[config.mk]
export PLATFORM = sky130hd
export DESIGN_NAME = fx2_pkt_writer
export DESIGN_NICKNAME = d
export VERILOG_FILES = /design/src/rtl/sniffer_pkg.sv /design/src/rtl/fx2_idle_timer.sv /design/src/rtl/fx2_pkt_writer.sv
export SDC_FILE = /design/constraint.sdc
export NUM_CORES = 1
export LEC_CHECK = 0
export BUFFER_PORTS_ARGS = -buffer_cell sky130_fd_sc_hd__buf_2
export CAP_MARGIN = 10
export CORE_AREA = 5 5 88 90
export DETAILED_ROUTE_END_ITERATION = 12
export DIE_AREA = 0 0 93 95
export MAX_ROUTING_LAYER = met4
export PLACE_DENSITY_LB_ADDON = 0.3
export SETUP_SLACK_MARGIN = 0.2
export SYNTH_ARGS = -nofsm -noshare
export SYNTH_HDL_FRONTEND = slang
export SYNTH_HIERARCHICAL = 1
export SYNTH_SLANG_ARGS = --single-unit
[constraint.sdc]
create_clock -name clk_i -period 3.5 [get_ports clk_i]
set_input_delay 0.525 -clock clk_i [delete_from_list [all_inputs] [get_ports clk_i]]
set_output_delay 0.525 -clock clk_i [all_outputs]
set_load 0.05 [all_outputs]
[src/rtl/sniffer_pkg.sv]
// Shared definitions for the sniffer capture path.
//   - wr_state_e     : FX2 packet writer states (IDLE, STREAM, FLUSH, HOLD)
//   - DEF_*          : default packet geometry and timeout values
package sniffer_pkg;

    typedef enum logic [1:0] {
        ST_IDLE   = 2'd0,
        ST_STREAM = 2'd1,
        ST_FLUSH  = 2'd2,
        ST_HOLD   = 2'd3
    } wr_state_e;

    // 256 words = 512-byte high-speed bulk packet
    localparam int DEF_PKT_WORDS    = 256;
    localparam int DEF_IDLE_TIMEOUT = 4096;
    localparam int DEF_HOLDOFF      = 3;

endpackage

[src/rtl/fx2_idle_timer.sv]
// Saturating idle counter with clear, hold and a done flag.
// Ports:
//   clk_i     in   clock
//   reset_i   in   synchronous active-high reset
//   clear_i   in   force count to zero (priority over enable)
//   enable_i  in   count one step when not saturated; hold otherwise
//   done_o    out  count has reached LIMIT
module fx2_idle_timer
#(
    parameter int LIMIT = 4096
) (
    input  logic clk_i,
    input  logic reset_i,
    input  logic clear_i,
    input  logic enable_i,
    output logic done_o
);

    localparam int TW = $clog2(LIMIT + 1);
    localparam logic [TW-1:0] LIMIT_C = TW'(LIMIT);

    logic [TW-1:0] cnt_q, cnt_d;

    // Next count: clear wins, then saturating increment, else hold.
    always_comb begin
        cnt_d = cnt_q;
        if (clear_i) begin
            cnt_d = {TW{1'b0}};
        end else if (enable_i && (cnt_q != LIMIT_C)) begin
            cnt_d = cnt_q + TW'(1);
        end else begin
            cnt_d = cnt_q;
        end
    end

    // Count register.
    always_ff @(posedge clk_i) begin
        if (reset_i) begin
            cnt_q <= {TW{1'b0}};
        end else begin
            cnt_q <= cnt_d;
        end
    end

    assign done_o = (cnt_q == LIMIT_C);

endmodule

[src/rtl/fx2_pkt_writer.sv]
// Drains 16-bit words from the clock-crossing FIFO read side into the FX2
// slave FIFO, tracking the word position inside each bulk packet and closing
// short packets with PKTEND after an idle timeout or on a flush request.
// Ports:
//   clk_i       in   interface clock (ifclk)
//   reset_i     in   synchronous active-high reset
//   rd_data_i   in   FIFO head word
//   rd_valid_i  in   FIFO head valid
//   rd_en_o     out  FIFO pop (same as slwr_o)
//   flagb_i     in   FX2 FIFO full
//   flush_i     in   one-cycle flush request
//   slwr_o      out  FX2 write strobe (combinational)
//   pktend_o    out  FX2 packet end (registered, one cycle)
//   fd_o        out  FX2 data bus (pass-through of rd_data_i)
//   words_o     out  word position in the current packet
//   busy_o      out  writer not idle
module fx2_pkt_writer
    import sniffer_pkg::*;
#(
    parameter int PKT_WORDS    = DEF_PKT_WORDS,
    parameter int IDLE_TIMEOUT = DEF_IDLE_TIMEOUT,
    parameter int HOLDOFF      = DEF_HOLDOFF
) (
    input  logic                         clk_i,
    input  logic                         reset_i,
    input  logic [15:0]                  rd_data_i,
    input  logic                         rd_valid_i,
    output logic                         rd_en_o,
    input  logic                         flagb_i,
    input  logic                         flush_i,
    output logic                         slwr_o,
    output logic                         pktend_o,
    output logic [15:0]                  fd_o,
    output logic [$clog2(PKT_WORDS)-1:0] words_o,
    output logic                         busy_o
);

    localparam int WW = $clog2(PKT_WORDS);
    // Hold counter runs 0..HOLDOFF-1; the PKTEND cycle is the first of them.
    localparam int HW = (HOLDOFF > 1) ? $clog2(HOLDOFF) : 1;
    localparam logic [HW-1:0] HOLD_LAST = HW'(HOLDOFF - 1);

    wr_state_e     state_q, state_d;
    logic [WW-1:0] words_q, words_d;
    logic [HW-1:0] hold_q, hold_d;
    logic          flush_pending_q, flush_pending_d;
    logic          pktend_q, pktend_d;

    logic slwr_s;
    logic pkt_issue_s;
    logic timer_clear_s;
    logic timer_en_s;
    logic timer_done_s;

    // flush_i gates the strobe directly so a coincident word stays in the FIFO.
    assign slwr_s = rd_valid_i && !flagb_i && (state_q == ST_STREAM) &&
                    !flush_pending_q && !flush_i && !reset_i;
    assign pkt_issue_s = (state_q == ST_FLUSH) && !flagb_i;

    // Timer only runs with a partial packet outstanding and freezes in FLUSH.
    assign timer_clear_s = slwr_s || pkt_issue_s || (words_q == {WW{1'b0}});
    assign timer_en_s    = (state_q != ST_FLUSH);

    fx2_idle_timer #(
        .LIMIT    (IDLE_TIMEOUT)
    ) u_idle_timer (
        .clk_i    (clk_i),
        .reset_i  (reset_i),
        .clear_i  (timer_clear_s),
        .enable_i (timer_en_s),
        .done_o   (timer_done_s)
    );

    // State transitions, PKTEND request and holdoff count.
    always_comb begin
        state_d  = state_q;
        hold_d   = hold_q;
        pktend_d = 1'b0;
        case (state_q)
            ST_IDLE: begin
                if (flush_pending_q || timer_done_s) begin
                    state_d = ST_FLUSH;
                end else if (rd_valid_i) begin
                    state_d = ST_STREAM;
                end else begin
                    state_d = ST_IDLE;
                end
            end
            ST_STREAM: begin
                if (timer_done_s || flush_pending_q) begin
                    state_d = ST_FLUSH;
                end else if (!rd_valid_i && (words_q == {WW{1'b0}})) begin
                    state_d = ST_IDLE;
                end else begin
                    state_d = ST_STREAM;
                end
            end
            ST_FLUSH: begin
                if (!flagb_i) begin
                    pktend_d = 1'b1;
                    hold_d   = {HW{1'b0}};
                    state_d  = ST_HOLD;
                end else begin
                    state_d  = ST_FLUSH;
                end
            end
            ST_HOLD: begin
                if (hold_q == HOLD_LAST) begin
                    state_d = rd_valid_i ? ST_STREAM : ST_IDLE;
                end else begin
                    hold_d  = hold_q + HW'(1);
                end
            end
            default: begin
                state_d = ST_IDLE;
            end
        endcase
    end

    // Word position and flush latch; a flush arriving in FLUSH/HOLD is absorbed.
    always_comb begin
        words_d         = words_q;
        flush_pending_d = flush_pending_q;
        if (pkt_issue_s) begin
            words_d         = {WW{1'b0}};
            flush_pending_d = 1'b0;
        end else begin
            if (slwr_s) begin
                words_d = words_q + WW'(1);
            end else begin
                words_d = words_q;
            end
            if (flush_i && ((state_q == ST_IDLE) || (state_q == ST_STREAM))) begin
                flush_pending_d = 1'b1;
            end else begin
                flush_pending_d = flush_pending_q;
            end
        end
    end

    // State and datapath registers.
    always_ff @(posedge clk_i) begin
        if (reset_i) begin
            state_q         <= ST_IDLE;
            words_q         <= {WW{1'b0}};
            hold_q          <= {HW{1'b0}};
            flush_pending_q <= 1'b0;
            pktend_q        <= 1'b0;
        end else begin
            state_q         <= state_d;
            words_q         <= words_d;
            hold_q          <= hold_d;
            flush_pending_q <= flush_pending_d;
            pktend_q        <= pktend_d;
        end
    end

    assign fd_o     = rd_data_i;
    assign slwr_o   = slwr_s;
    assign rd_en_o  = slwr_s;
    assign pktend_o = pktend_q;
    assign words_o  = words_q;
    assign busy_o   = (state_q != ST_IDLE);

endmodule

---- After elaboration in Yosys (flattened, before gate mapping) ----
Index checks and enable logic that the tools add are counted.
W data, S select, Z words.
cells by class
  equal/unequal tests ..................... 10
  add/sub/neg operators ................... 3
  bitwise logic cells ..................... 1
  muxes and demuxes ....................... 11
  reduce and logical (&&, ||, !) cells .... 26
operators with widths
  operator                 count
  $add A13 B1 Y13 const B  1
  $eq A13 B13 Y1 const B   1
  $ne A13 B13 Y1 const B   1
  $mux W2                  5
  $logic_and A1 B1 Y1      9
  $add A8 B1 Y8 const B    1
  $logic_not A8 Y1         1
  $ne A2 B2 Y1 const B     4
  $pmux W2 S4              1
  $eq A2 B2 Y1 const B     3
  $reduce_or A2 Y1         3
  $logic_not A1 Y1         5
  $logic_or A1 B1 Y1       4
  $mux W1                  4
  $pmux W2 S2              1
  $reduce_bool A2 Y1       2
  $reduce_and A3 Y1        1
  $add A2 B1 Y2 const B    1
  $eq A2 B1 Y1 const B     1
  $logic_not A2 Y1         1
  $not A1 Y1               1
storage, ports and cells
  logic and storage cells ................. 57
  output and inout bits ................... 28
  register bits ........................... 27
  input port bits ......................... 21

---- Logic depth before layout (Yosys ltp) ----
  depth in word-level cells ............... 9
  gate-level depth with buffers ........... 10
  gate-level depth less buffers ........... 8

---- Cells and area by module ----
The synthesis kept the hierarchy.
by module, submodules not included
  module          instances  area each (um^2)  sequential area each (um^2)  cells an instance
  fx2_pkt_writer  1          878.3             280.3                        104
  fx2_idle_timer  1          764.5             260.2                        91

---- Worst setup path after synthesis ----
No wires, ideal clock.
  path kind ............................... register -> register
  from .................................... register words_q[0], in the netlist words_o[0]
  to ...................................... register u_idle_timer.cnt_q[1]
  setup time .............................. 0.063 ns
  path buffers ............................ 0
  path slack .............................. 1.203 ns
  data arrival time ....................... 2.234 ns
  stages on the path, launching flop included .. 9
  clock period less this slack ............ 2.297 ns
  required time ........................... 3.437 ns
  cell sequence ........................... dfxtp_1 -> inv_1 -> ha_1 -> nor4b_1 -> nand2_1 -> nand3_1 -> or3b_2 -> or4_1 -> nand3_1
on the way
  word-level cells in the longest chain between the ends .. 3
ends and longest elaborated chain
  item                        line                   text
  start: declaration          fx2_pkt_writer.sv:44   logic [WW-1:0] words_q, words_d;
  start signal: assignment    fx2_pkt_writer.sv:145  words_q <= {WW{1'b0}};
  start signal: assignment    fx2_pkt_writer.sv:151  words_q <= words_d;
  $logic_not A8 Y1            fx2_pkt_writer.sv:61   assign timer_clear_s = slwr_s || pkt_issue_s || (words_q == {WW{1'b0}});
  $logic_or A1 B1 Y1          fx2_pkt_writer.sv:61
  net timer_clear_s           fx2_pkt_writer.sv:51   logic timer_clear_s;
  $reduce_or A2 Y1 (no line)  n/a
  end signal: assignment      fx2_idle_timer.sv:39   cnt_q <= {TW{1'b0}};
  end signal: assignment      fx2_idle_timer.sv:41   cnt_q <= cnt_d;
  end: declaration            fx2_idle_timer.sv:22   logic [TW-1:0] cnt_q, cnt_d;
The timed path passes the listed nets, and every way through them passes these cells.
A chain may end at the register's enable or synchronous reset.

---- Worst setup path in the final report ----
Same ends and word-level chain as after synthesis.

==> impl_metrics.py <==
metrics = {
    "floorplan": {
        "start_util_pct": 23.5,
        "ios": 49,
        "core_area_um2": 6980,
        "die_w_um": 93,
        "rows": 31,
        "die_area_um2": 8840,
        "die_y_um": 95,
    },
    "timing": {
        "fin_crit_sh_pct": 66.1,
        "relSlewSlack_pct": 68.5,
        "fin_tns_setup_ns": 0,
        "finalMaxSlewViolations": 0,
        "fin_crit_ns": 2.31,
        "worstMarginPinSlew_ns": 0.470,
        "max_freq_ghz": 0.432,
        "final-hold-violation-count": 0,
        "setup_viol": 0,
        "skew_ns": 0.00618,
        "rsz0062_at_grt": "false",
        "holdWs_ns": 0.501,
    },
    "worst_setup_path": {
        "critical-path-slowest-cell": "or3b_2",
        "required_ns": 3.72,
        "crit_family": "simple AND/OR/NAND/NOR gates",
        "path_max_fanout": 12,
        "cp-end-kind": "flop",
        "path_cells": "inv_1 > ha_1 > nor4b_1 > nand2_1 > nand3_1 > or3b_2 > or4_1 > nand3_1",
        "cp_common_cell": "nand3_1",
        "crit_type": "flop to flop",
        "startpoint_type": "flop",
        "cpPeakStageDelay_ns": 0.54,
        "worst-path-buf-inv": 1,
        "cp_data_arrival_time_ns": 2.53,
    },
    "cells_and_area": {
        "drive_above_1_share_pct": 15.3,
        "area_growth_pct": 2.97,
        "multi_input_area_um2": 881,
        "antenna_cells": 0,
        "nets": 216,
        "design_area_um2": 1690,
        "seqCellArea_um2": 541,
        "nFillCells": 769,
    },
    "grt": {
        "grt_max_degree": 21,
        "track_usage_pct": 7.81,
        "grt_pass1_wl_um": 5660,
        "grt_pass1_vias": 1268,
        "overflow": 0,
        "antenna_found_initial": 0,
    },
    "routing": {
        "via_per_inst": 4.81,
        "drt_first_pass_iters": 4,
        "drt_iter0_markers": 61,
        "route.detailed.drc": 0,
        "routed_wl_um": 3290,
        "routedWlPerCell_um": 12.1,
        "vias": 1304,
        "final_antenna_net_count": 0,
    },
    "power_and_ir_drop": {
        "p_sw_uw": 143,
        "internal-power_uw": 408,
        "p_total_uw": 550,
        "pwr-share-seq_pct": 58.2,
        "ir_worst_vdd_v": 0.000136,
        "switching_share_pct": 25.9,
        "share_clk_of_total_power_pct": 33.4,
        "leakagePower_nw": 0.590,
        "pwr-share-comb_pct": 8.4,
        "power_density_nw_per_um2": 325,
    },
    "clocking": {
        "root_buffer": "clkbuf_8",
        "cts_buffers": 3,
        "clock_latency_ns": 0.27,
        "clockBufferDepth": 2,
        "cts_resized": 0,
        "postCtsSetupRepairBufs": 0,
        "postCtsHoldBufs": 0,
        "cts.sinks": 27,
        "htreeDepth": 1,
        "cts_tree": "built",
        "clk_pin_slew_ns": 0.10,
    },
    "logic_synthesis": {
        "yosys.area.top_type_share_pct": 32.9,
        "synth_ff_type": "dfxtp_1",
        "synth.most_common_cell": "dfxtp_1",
        "synth_area_leader_cell": "dfxtp_1",
        "syn-num-nets": 221,
        "synthTopCellsByCount": "dfxtp_1 (27), buf_4 (17), nor2_1 (14)",
        "synth_area_leaders": "dfxtp_1 (33%), buf_4 (7.8%), nand4_1 (4.2%), ha_1 (3.8%), nand3_1 (3.4%)",
        "synth_edf_count": 0,
        "netlist_area_um2": 1640,
        "syn_inst": 195,
        "avgSynthCellArea_um2": 8.42,
        "ys_types": 45,
        "synth_seq_cells": 27,
        "yosysWarnings": 6,
        "ys_seq_area_share_pct": 32.9,
        "async_reset_ff_share_pct": 0,
    },
    "place": {
        "hpwl_um": 2390,
        "placed_cell_area_um2": 1650,
        "port_buffers": 16,
        "gp_congestion": 0.738,
    },
    "job": {
        "cap_violations": 0,
    },
    "run_status": {
        "status": "finished, final reports clean",
    },
    "min_path": {
        "hp-class": "flop to flop",
    },
}
## layer usage
metal  vias up  global-route usage (%)  wire, um
met2        14                    12.8      1540
met5         -                       -         0
met3         2                   0.797        74
li1        682                       -         -
met1       606                    9.92      1650
met4         0                    2.93        24
## state kept, by name, indices dropped and copies added, names as in the netlist
register / count
state_q: 2
flush_pending_q: 1
hold_q: 2
pktend_o: 1
u_idle_timer/cnt_q: 13
words_o: 8
## worst min-delay path: cells and delay by family, from the launching register on
family	cells	cell delay, ns
flip-flops	1	0.34
AND/OR/NAND/NOR	1	0.06
multiplexers	1	0.06
## through the flow
stage / worst slack [ns] / cells / util, %
after floorplan: 1.20 / 195 / -
after global placement: 1.11 / 267 / 23.6
after detailed placement: 1.03 / 267 / 23.6
after CTS: 1.16 / 271 / 24.2
after global routing: 1.02 / 271 / 24.2
final: 1.19 / 271 / 24.2
## area by class of cell
type                            count  area share, %
Multi-Input combinational cell    131           52.1
Clock inverter                      1          0.296
Sequential cell                    27           32.0
Inverter                           11           2.44
Tap cell                           82           6.07
Clock buffer                        3           2.44
Timing Repair Buffer               16           4.73
## layout by cell type, fill, tap and decap left out, drive strengths merged, types with 3 or more instances in the layout
cell and n:
nor3 3, ha 5, inv 11, nand4 11
nor4b 6, nand3 11, buf 16, o21ai 10
a21oi 9, nor2 14, nand2 9, or3b 3
dfxtp 27, xor2 6, or4 5, clkbuf 3
or3 8
## power by group through the flow
stage	clock, mW	combinational (mW)	sequential (mW)
finish	0.184	0.0464	0.320
detailed placement	0	0.0469	0.327
global placement	0	0.0472	0.327
CTS	0.191	0.0470	0.320
floorplan	0	0.0912	0.323
global route	0.201	0.0512	0.321
## cells by family (layout without fill, tap and decap cells)
group,Yosys count,in the layout,share of synthesized area [%]
buf+inv,37,31,13.5
xor+xnor,7,7,3.73
mux,2,2,1.22
simple gates,85,85,32.4
compound gates,32,32,12.4
fa+ha+maj,5,5,3.81
flops,27,27,32.9
## worst paths after layout
| kind | from | endpoint | slack, ns | cells after the start |
|---|---|---|---|---|
| worst max-delay path | words_o[0] | u_idle_timer/cnt_q[1] | 1.19 | 8 |
| worst min-delay path | u_idle_timer/cnt_q[11] | u_idle_timer/cnt_q[11] | 0.50 | 2 |
| worst max register to register | words_o[0] | u_idle_timer/cnt_q[1] | 1.19 | 8 |
| worst min register to register | u_idle_timer/cnt_q[11] | u_idle_timer/cnt_q[11] | 0.50 | 2 |
No activity file was read; power rests on OpenSTA's default activity.
